### src/rtl/wb_pkg.sv
// Shared widths and register-write-data select encoding for the writeback stage.
package wb_pkg;

  localparam int unsigned DATA_W_DEFAULT = 32;
  localparam int unsigned REG_AW_DEFAULT = 5;

  // Encoding 3 is not listed and falls through to the ALU result.
  typedef enum logic [1:0] {
    REGSEL_ALU = 2'd0,
    REGSEL_HI  = 2'd1,
    REGSEL_LO  = 2'd2
  } regsel_e;

endpackage : wb_pkg

### src/rtl/writeback_stage_gpio_in_sync.sv
// Two-flop synchroniser that brings the asynchronous GPIO input into the clk domain.
module gpio_in_sync
  import wb_pkg::*;
#(
  parameter int unsigned W = DATA_W_DEFAULT
) (
  input  logic         clk,
  input  logic         rst,
  input  logic [W-1:0] d,
  output logic [W-1:0] q
);

  logic [W-1:0] meta_q;

  always_ff @(posedge clk) begin
    if (rst) begin
      meta_q <= '0;
      q      <= '0;
    end else begin
      meta_q <= d;
      q      <= meta_q;
    end
  end

endmodule : gpio_in_sync

### src/rtl/writeback_stage.sv
// EX/WB stage: registers EX results, owns HI/LO and GPIO out, selects register-file
// write data and produces WB->EX forwarding flags.
module writeback_stage
  import wb_pkg::*;
#(
  parameter int unsigned DATA_W = DATA_W_DEFAULT,
  parameter int unsigned REG_AW = REG_AW_DEFAULT
) (
  input  logic              clk,
  input  logic              rst,
  input  logic              valid_EX,
  input  logic              regwrite_EX,
  input  logic              enhilo_EX,
  input  logic [1:0]        regsel_EX,
  input  logic              rdrt_EX,
  input  logic              gpio_out_en_EX,
  input  logic              gpio_in_en_EX,
  input  logic [REG_AW-1:0] rs_EX,
  input  logic [REG_AW-1:0] rt_EX,
  input  logic [REG_AW-1:0] rd_EX,
  input  logic [DATA_W-1:0] lo_EX,
  input  logic [DATA_W-1:0] hi_EX,
  input  logic [DATA_W-1:0] readdata2_EX,
  input  logic [DATA_W-1:0] gpio_in,
  output logic              regwrite_WB,
  output logic [REG_AW-1:0] writeaddr_WB,
  output logic [DATA_W-1:0] writedata_WB,
  output logic [DATA_W-1:0] hi_q,
  output logic [DATA_W-1:0] lo_q,
  output logic [DATA_W-1:0] gpio_out,
  output logic              fwd_rs,
  output logic              fwd_rt
);

  logic              regwrite_r;
  logic [REG_AW-1:0] waddr_r;
  logic [1:0]        regsel_r;
  logic              gpioin_r;
  logic [DATA_W-1:0] alu_r;
  logic [DATA_W-1:0] gpio_sync;

  // Control bits are gated with valid_EX so a bubble never carries a write into WB.
  always_ff @(posedge clk) begin
    if (rst) begin
      regwrite_r <= 1'b0;
      waddr_r    <= '0;
      regsel_r   <= 2'd0;
      gpioin_r   <= 1'b0;
      alu_r      <= '0;
    end else begin
      regwrite_r <= valid_EX & regwrite_EX;
      waddr_r    <= rdrt_EX ? rt_EX : rd_EX;
      regsel_r   <= regsel_EX;
      gpioin_r   <= valid_EX & gpio_in_en_EX;
      alu_r      <= lo_EX;
    end
  end

  // Architectural HI/LO and GPIO output; both hold unless a valid instruction updates them.
  always_ff @(posedge clk) begin
    if (rst) begin
      hi_q     <= '0;
      lo_q     <= '0;
      gpio_out <= '0;
    end else begin
      if (valid_EX && enhilo_EX) begin
        hi_q <= hi_EX;
        lo_q <= lo_EX;
      end
      if (valid_EX && gpio_out_en_EX) begin
        gpio_out <= readdata2_EX;
      end
    end
  end

  gpio_in_sync #(
    .W (DATA_W)
  ) u_gpio_in_sync (
    .clk (clk),
    .rst (rst),
    .d   (gpio_in),
    .q   (gpio_sync)
  );

  // Write data select; MFHI/MFLO in WB see HI/LO before any same-cycle MULT update.
  always_comb begin
    writedata_WB = alu_r;
    if (gpioin_r) begin
      writedata_WB = gpio_sync;
    end else if (regsel_r == REGSEL_HI) begin
      writedata_WB = hi_q;
    end else if (regsel_r == REGSEL_LO) begin
      writedata_WB = lo_q;
    end
  end

  always_comb begin
    regwrite_WB  = regwrite_r & (waddr_r != '0);
    writeaddr_WB = waddr_r;
    fwd_rs       = regwrite_WB & (waddr_r == rs_EX);
    fwd_rt       = regwrite_WB & (waddr_r == rt_EX);
  end

endmodule : writeback_stage

### config.mk
export PLATFORM = sky130hd
export DESIGN_NAME = writeback_stage
export DESIGN_NICKNAME = d
export VERILOG_FILES = /design/src/rtl/wb_pkg.sv /design/src/rtl/writeback_stage_gpio_in_sync.sv /design/src/rtl/writeback_stage.sv
export SDC_FILE = /design/constraint.sdc
export NUM_CORES = 1
export LEC_CHECK = 0
export ABC_AREA = 1
export CAP_MARGIN = 25
export CORE_UTILIZATION = 47
export DETAILED_ROUTE_END_ITERATION = 10
export PLACE_DENSITY = 0.9
export SKIP_LAST_GASP = 1
export SYNTH_ARGS = -nofsm -noshare
export SYNTH_HDL_FRONTEND = slang
export SYNTH_SLANG_ARGS = --single-unit
### constraint.sdc
create_clock -name clk -period 2.7 [get_ports clk]
set_input_delay 0.675 -clock clk [delete_from_list [all_inputs] [get_ports clk]]
set_output_delay 0.675 -clock clk [all_outputs]
set_load 0.01 [all_outputs]
==> results of run 1 <==
[layout make-up]
cell class                 instances  area (µm²)
multi-input combinational        634        2810
clock buffer                      31         666
antenna                            1        2.50
tap                              211         264
clock inverter                     8        97.6
inverter                         116         438
fill                            1118        3930
timing repair buffer             311        3130
sequential                       201        4030
[cells in the mapped netlist]
cell      instances  area (µm²)
nand2_1         285        1070
dfxtp_1         201        4020
nor2_1          144         541
inv_1           115         432
nand3_1          67         335
a21oi_1          64         320
a211oi_1         36         270
clkbuf_1         32         120
or2_2            32         200
buf_2            17        85.1
buf_1            10        37.5
buf_4             2        15.0
nand2_2           2        12.5
xnor2_1           2        17.5
inv_2             1        3.75
mux2i_1           1        10.0
nor3_1            1        5.00
[sequential cells by signal, summed over array words and instances, names as in the netlist]
signal and count:
alu_r 32, lo_q 32, u_gpio_in_sync.meta_q 32, u_gpio_in_sync.q 32, gpioin_r 1, regsel_r 2
writeaddr_WB 5, hi_q 32, regwrite_r 1, gpio_out 32
[timing repair]
item                                    4_1_cts  5_1_grt
gates resized for setup                      48        6
endpoints found under the setup margin       34        7
hold endpoints to repair                      0        0
buffers inserted                              1        0
cloned                                        1        0
pin swaps                                     1        1
[worst max-delay path, stage by stage (launching register included)]
cell and delay [ns]:
dfxtp_2 0.35, inv_4 0.09, nand2_8 0.09, buf_4 0.20
or2_2 0.28, nand3_1 0.11, nand2_1 0.06, dlygate4sd2_1 0.28
[logic make-up (layout without fill, tap and decap cells)]
group | after synthesis | count (layout) | share of synthesized area, %
other | 0 | 1 | 0
DFF | 201 | 201 | 53.7
AOI/OAI and AO/OA | 100 | 100 | 7.88
and+or+nand+nor | 531 | 531 | 28.9
buffers and inverters | 177 | 466 | 9.24
xor gates and xnor gates | 2 | 2 | 0.234
muxes | 1 | 1 | 0.133
[routing by layer]
metal | share of wire [%] | wire (µm) | global-route usage [%]
met1 | 40 | 8900 | 30.8
met2 | 49 | 10900 | 47.3
met3 | 8.3 | 1860 | 8.31
met4 | 3.4 | 760 | 10.8
met5 | 0 | 0 | 0
[power groups by stage]
stage               clock network (mW)  registers, mW  logic, mW
floorplan                            0           3.29      0.408
global placement                     0           3.26       1.04
detailed placement                   0           3.26       1.06
CTS                               3.11           3.20       1.05
global route                      3.24           3.22       1.14
finish                            3.06           3.20       1.05
[how the worst min path moves through the flow]
stage / start / cells past startpoint / to / slack, ns
finish: u_gpio_in_sync.meta_q[8]$_SDFF_PP0_ / 2 / u_gpio_in_sync.q[8]$_SDFF_PP0_ / 0.40
floorplan: u_gpio_in_sync.meta_q[0]$_SDFF_PP0_ / 2 / u_gpio_in_sync.q[0]$_SDFF_PP0_ / 0.39
CTS: u_gpio_in_sync.meta_q[8]$_SDFF_PP0_ / 2 / u_gpio_in_sync.q[8]$_SDFF_PP0_ / 0.40
detailed placement: u_gpio_in_sync.meta_q[8]$_SDFF_PP0_ / 2 / u_gpio_in_sync.q[8]$_SDFF_PP0_ / 0.39
global route: u_gpio_in_sync.meta_q[19]$_SDFF_PP0_ / 2 / u_gpio_in_sync.q[19]$_SDFF_PP0_ / 0.42
global placement: u_gpio_in_sync.meta_q[17]$_SDFF_PP0_ / 2 / u_gpio_in_sync.q[17]$_SDFF_PP0_ / 0.39
[metrics by stage]
step	instances	TNS (ns)
2_1_floorplan	1012	0
3_3_place_gp	1471	-0.243
3_5_place_dp	1471	-0.309
4_1_cts	1512	-0.104
5_1_grt	1512	0
6_report	1513	0
==> run summary, run 1 <==
• **setup skew after layout** 0.00441 ns
• **PnR Total Power** 7.31 mW
• **post-synthesis instance area** 7500 µm²
• **end point of the critical path** writedata_WB[21]
• **H-tree lvl count** 1
• **floorplan die width** 128 µm
• **First DRT Iteration DRCs** 403
• **effective utilization at floorplan** 48.8%
• **Sw Pwr** 1.72 mW
• **Final Max Slew Viols** 0
• **proportion of synthesized chip area in sequential cells** 53.7%
• **data required time of the critical path** 2.03 ns
• **leakage dissipation** 5.08 nW
• **cell count of the worst reg-to-reg path** 2
• **CTS clk-pin slew, worst paths** 0.06 ns
• **final critical path time including I/O delays and setup** 2.63 ns
• **count of final hold-check violations** 0
• **post-route worst hold slack** 0.400 ns
• **synthesis-stage register bit count** 201
• **Final #Nets** 1439
• **RePlAce Congestion** 0.868
• **number of hold-repair buffers added at the cts stage** 0
• **insertion delay to the later sink of the worst-skew pair** 0.49 ns
• **leading cell types in the layout, fill and taps excluded** nand2_1 (284), clkdlybuf4s50_1 (253), dfxtp_1 (199)
• **pin count of the biggest net entering global routing** 66
• **global-route wire length before repair** 35200 µm
• **Final WS setup** 0.0690 ns
• **worst rel slew slack** 67.1%
• **number of vias per cell after detailed routing** 4.87
• **wire length after detailed routing** 22400 µm
• **final setup violation count** 0
• **share of the core filled with cells in the final layout** 74.4%
• **status** finished clean
• **clock root buffer** clkbuf_16
• **worst-case register-to-register setup slack** 1.95 ns
• **Crit Reg-Reg Endpoint** lo_q[17]$_SDFFE_PP0P_
• **origin of the worst setup path** regsel_r[1]$_SDFF_PP0_
• **fraction of layout cells with a size suffix above 1** 7.84%
• **overall overflow remaining after global route** 0
• **number of iterations in the first detailed-routing pass** 5
• **unrepaired setup endpoints after global routing** no
• **Die Area** 16500 µm²
• **worst vdd rail ir drop** 0.447 mV
• **floorplan row count** 45
• **register share of total power** 43.8%
• **chip height** 128 µm
• **Switching Fraction** 23.6%
• **number of global-route vias before repair** 7230
• **Num Clock Sinks** 201
• **detail-routed net length per standard cell** 14.8 µm
• **share of total power in the clock network** 41.9%
• **total non-filler cell area in the finished layout** 11400 µm²
• **synthesized netlist cell count** 1012
• **minimum setup slack after placement** -0.188 ns
• **core footprint** 15400 µm²
• **data arrival time of the critical path** 1.96 ns
• **Crit Reg-Reg Startpoint** lo_q[17]$_SDFFE_PP0P_
• **Worst Hold Class** register to register
• **Synth Warn #** 0
• **synthesized area per cell** 7.41 µm²
• **nets in the synthesized netlist** 1165
• **number of DRC violations after detailed routing** 0
• **number of port buffers** 288
• **area overhead of the layout relative to synthesis** 52.5%
• **part of the total power dissipated in combinational logic** 14.3%
• **ports placed on the boundary** 289
• **number of unique standard cell types used by synthesis** 17
• **f_max** 380 MHz
• **detailed placement HPWL** 15500 µm
• **fraction of the cycle the final worst path needs** 97.4%
• **power density relative to cell area** 639 nW/µm²
• **number of antenna violations at the first check in global routing** 1
• **cell area after placement** 10600 µm²
• **overall fraction of global-route tracks in use** 27.1%
• **category of the critical setup timing path** register to primary output
• **number of buffers inserted during clock tree synthesis** 22
• **leading cell type in the layout, fill and taps excluded** nand2_1
• **number of vias after detailed routing** 7374
• **Crit Path Max Fanout** 14
• **Int Pwr** 5.58 mW
• **type of element launching the critical path** register
• **Crit. End Element** primary output
• **number of max-cap violations** 0
• **antenna-violating nets left** 0
• **clock tree from TritonCTS** yes
• **pin slew with the least headroom to its limit** 0.493 ns
• **Max Buffers Root-to-Sink** 3
No activity file was read; power rests on OpenSTA's default activity.
==> run 2, diff against run 1 <==
--- a/config.mk
+++ b/config.mk
@@ -10,6 +10,7 @@
 export CORE_UTILIZATION = 47
 export DETAILED_ROUTE_END_ITERATION = 10
 export PLACE_DENSITY = 0.9
+export REMOVE_ABC_BUFFERS = 1
 export SKIP_LAST_GASP = 1
 export SYNTH_ARGS = -nofsm -noshare
 export SYNTH_HDL_FRONTEND = slang
==> run 2 against run 1 <==
Net effect: clock skew increased by 0.014 ns; design area increased by 0.47%; critical path depth did not move; combinational power is essentially flat; routed wire length up 3.7%; worst hold slack got worse by 0.0015 ns; the run now ends with setup timing left; clock power shrank 6%; flip-flop and latch count unchanged; setup slack worse by 0.16 ns; sequential power hardly changed; die area unchanged; via count is 1.6% higher; critical path type unchanged.
==> run summary, run 2 (synthesis results as in run 1) <==
• **effective utilization at floorplan** 48.8%, unchanged
• **f_max** 358 MHz, was 380 MHz
• **unrepaired setup endpoints after global routing** yes, was no
• **leading cell types in the layout, fill and taps excluded** nand2_1 (284), clkdlybuf4s50_1 (254), dfxtp_1 (200), was nand2_1 (284), clkdlybuf4s50_1 (253), dfxtp_1 (199)
• **leading cell type in the layout, fill and taps excluded** nand2_1, unchanged
• **count of final hold-check violations** 0, unchanged
• **overall overflow remaining after global route** 0, unchanged
• **Detail Route met3 WL** 1790 µm, was 1860 µm
• **highest routed metal layer** met4, unchanged
• **number of vias per cell after detailed routing** 4.95, was 4.87
• **number of hold-repair buffers added at the cts stage** 0, unchanged
• **H-tree lvl count** 1, unchanged
• **type of element launching the critical path** register, unchanged
• **total non-filler cell area in the finished layout** 11500 µm², was 11400 µm²
• **number of DRC violations after detailed routing** 0, unchanged
• **fraction of layout cells with a size suffix above 1** 7.61%, was 7.84%
• **number of vias after detailed routing** 7490, was 7374
• **Num Clock Sinks** 201, unchanged
• **Crit Reg-Reg Startpoint** lo_q[4]$_SDFFE_PP0P_, was lo_q[17]$_SDFFE_PP0P_
• **global-route wire length before repair** 35600 µm, was 35200 µm
• **worst rel slew slack** 70.7%, was 67.1%
• **status** finished, violations left, was finished clean
• **Crit. End Element** primary output, unchanged
• **Max Buffers Root-to-Sink** 3, unchanged
• **FILL cells** 1067, was 1118
• **antenna-violating nets left** 0, unchanged
• **length of routed wiring on met1** 8760 µm, was 8900 µm
• **routed length on met2** 11400 µm, was 10900 µm
• **origin of the worst setup path** regsel_r[1]$_SDFF_PP0_, unchanged
• **number of antenna violations at the first check in global routing** 1, unchanged
• **cell count of the worst reg-to-reg path** 2, unchanged
• **detailed placement HPWL** 14900 µm, was 15500 µm
• **violations in the final reports** setup timing
• **data required time of the critical path** 2.03 ns, about the same
• **pin slew with the least headroom to its limit** 0.440 ns, was 0.493 ns
• **core footprint** 15400 µm², unchanged
• **Worst Hold Class** register to register, unchanged
• **worst-case register-to-register setup slack** 1.92 ns, was 1.95 ns
• **RePlAce Congestion** 0.889, was 0.868
• **worst vdd rail ir drop** 0.471 mV, was 0.447 mV
• **insertion delay to the later sink of the worst-skew pair** 0.50 ns, was 0.49 ns
• **Die Area** 16500 µm², unchanged
• **overall fraction of global-route tracks in use** 27.4%, was 27.1%
• **floorplan row count** 45, unchanged
• **area overhead of the layout relative to synthesis** 53.3%, was 52.5%
• **CTS clk-pin slew, worst paths** 0.06 ns, about the same
• **minimum setup slack after placement** -0.127 ns, was -0.188 ns
• **final critical path time including I/O delays and setup** 2.79 ns, was 2.63 ns
• **end point of the critical path** writedata_WB[17], was writedata_WB[21]
• **Crit Reg-Reg Endpoint** lo_q[4]$_SDFFE_PP0P_, was lo_q[17]$_SDFFE_PP0P_
• **cell area after placement** 10600 µm², about the same
• **floorplan die width** 128 µm, unchanged
• **Final WS setup** -0.0895 ns, was 0.0690 ns
• **power density relative to cell area** 623 nW/µm², was 639 nW/µm²
• **clock tree from TritonCTS** yes, unchanged
• **clock root buffer** clkbuf_16, unchanged
• **setup skew after layout** 0.0179 ns, was 0.00441 ns
• **number of port buffers** 288, unchanged
• **final setup violation count** 1, was 0
• **First DRT Iteration DRCs** 391, was 403
• **wire length after detailed routing** 23200 µm, was 22400 µm
• **category of the critical setup timing path** register to primary output, unchanged
• **Final Max Slew Viols** 0, unchanged
• **ports placed on the boundary** 289, unchanged
• **chip height** 128 µm, unchanged
• **data arrival time of the critical path** 2.11 ns, was 1.96 ns
• **Final #Nets** 1442, was 1439
• **number of global-route vias before repair** 7426, was 7230
• **detail-routed net length per standard cell** 15.3 µm, was 14.8 µm
• **leakage dissipation** 5.27 nW, was 5.08 nW
• **pin count of the biggest net entering global routing** 82, was 66
• **number of buffers inserted during clock tree synthesis** 21, was 22
• **fraction of the cycle the final worst path needs** 103%, was 97.4%
• **number of max-cap violations** 0, unchanged
• **Crit Path Max Fanout** 28, was 14
• **number of iterations in the first detailed-routing pass** 5, unchanged
[run 2: per-layer routing]
metal  vias to the layer above  GRT usage (%)
li1                       3665              -
met1                      3415           30.0
met2                       308           47.2
met3                       102           7.39
met4                         0           17.1
met5                         -              0
[run 2: repair_timing]
action | 4_1_cts | 5_1_grt
setup buffers | 1 | 2
endpoints found under the setup margin | 34 | 20
pin swaps | 1 | 1
gates resized for setup | 18 | 24
gates cloned | 1 | 2
[run 2: final cells by class]
cell class / count / area [µm²] / share of cell area (%)
diodes: 1 / 2.50 / 0.0218
clock buffers: 28 / 592 / 5.15
clock inverters: 7 / 93.8 / 0.817
inverters: 116 / 435 / 3.79
multi-input cells: 634 / 2800 / 24.3
flip-flops and latches: 201 / 4030 / 35.0
well taps: 211 / 264 / 2.30
repair buffers: 315 / 3280 / 28.6
[run 2: worst min path at each step]
stage | from | to | cells past startpoint
after CTS | u_gpio_in_sync.meta_q[2]$_SDFF_PP0_ | u_gpio_in_sync.q[2]$_SDFF_PP0_ | 2
final | u_gpio_in_sync.meta_q[19]$_SDFF_PP0_ | u_gpio_in_sync.q[19]$_SDFF_PP0_ | 2
after floorplan | u_gpio_in_sync.meta_q[0]$_SDFF_PP0_ | u_gpio_in_sync.q[0]$_SDFF_PP0_ | 2
after global routing | u_gpio_in_sync.meta_q[2]$_SDFF_PP0_ | u_gpio_in_sync.q[2]$_SDFF_PP0_ | 2
after detailed placement | u_gpio_in_sync.meta_q[2]$_SDFF_PP0_ | u_gpio_in_sync.q[2]$_SDFF_PP0_ | 2
after global placement | u_gpio_in_sync.meta_q[12]$_SDFF_PP0_ | u_gpio_in_sync.q[12]$_SDFF_PP0_ | 2
[run 2: critical path, cell delays in order, from the launching register on]
cell and delay (ns):
dfxtp_1 0.32, inv_2 0.10, nand2_4 0.09, bufbuf_16 0.32
nand3_1 0.10, nand3_1 0.07, nand2_1 0.08, clkdlybuf4s50_1 0.53
[run 2: through the flow]
stage	util [%]	std cells	total power, mW	hold WS, ns	setup TNS, ns
3_3_place_gp	69.2	1471	4.29	0.389	-0.159
2_1_floorplan	-	951	3.64	0.388	0
6_report	74.8	1513	7.16	0.398	-0.0895
5_1_grt	74.8	1513	7.43	0.418	-0.859
3_5_place_dp	69.2	1471	4.31	0.392	-0.245
4_1_cts	73.9	1508	7.19	0.400	-1.77
[run 2: report_power, final]
group          switching (mW)  internal, mW  leakage [nW]  total (mW)
Sequential             0.0808          3.12          1.66        3.20
Combinational           0.489         0.580          3.28        1.07
Clock                    1.16          1.73         0.332        2.89
Total                    1.73          5.43          5.27        7.16
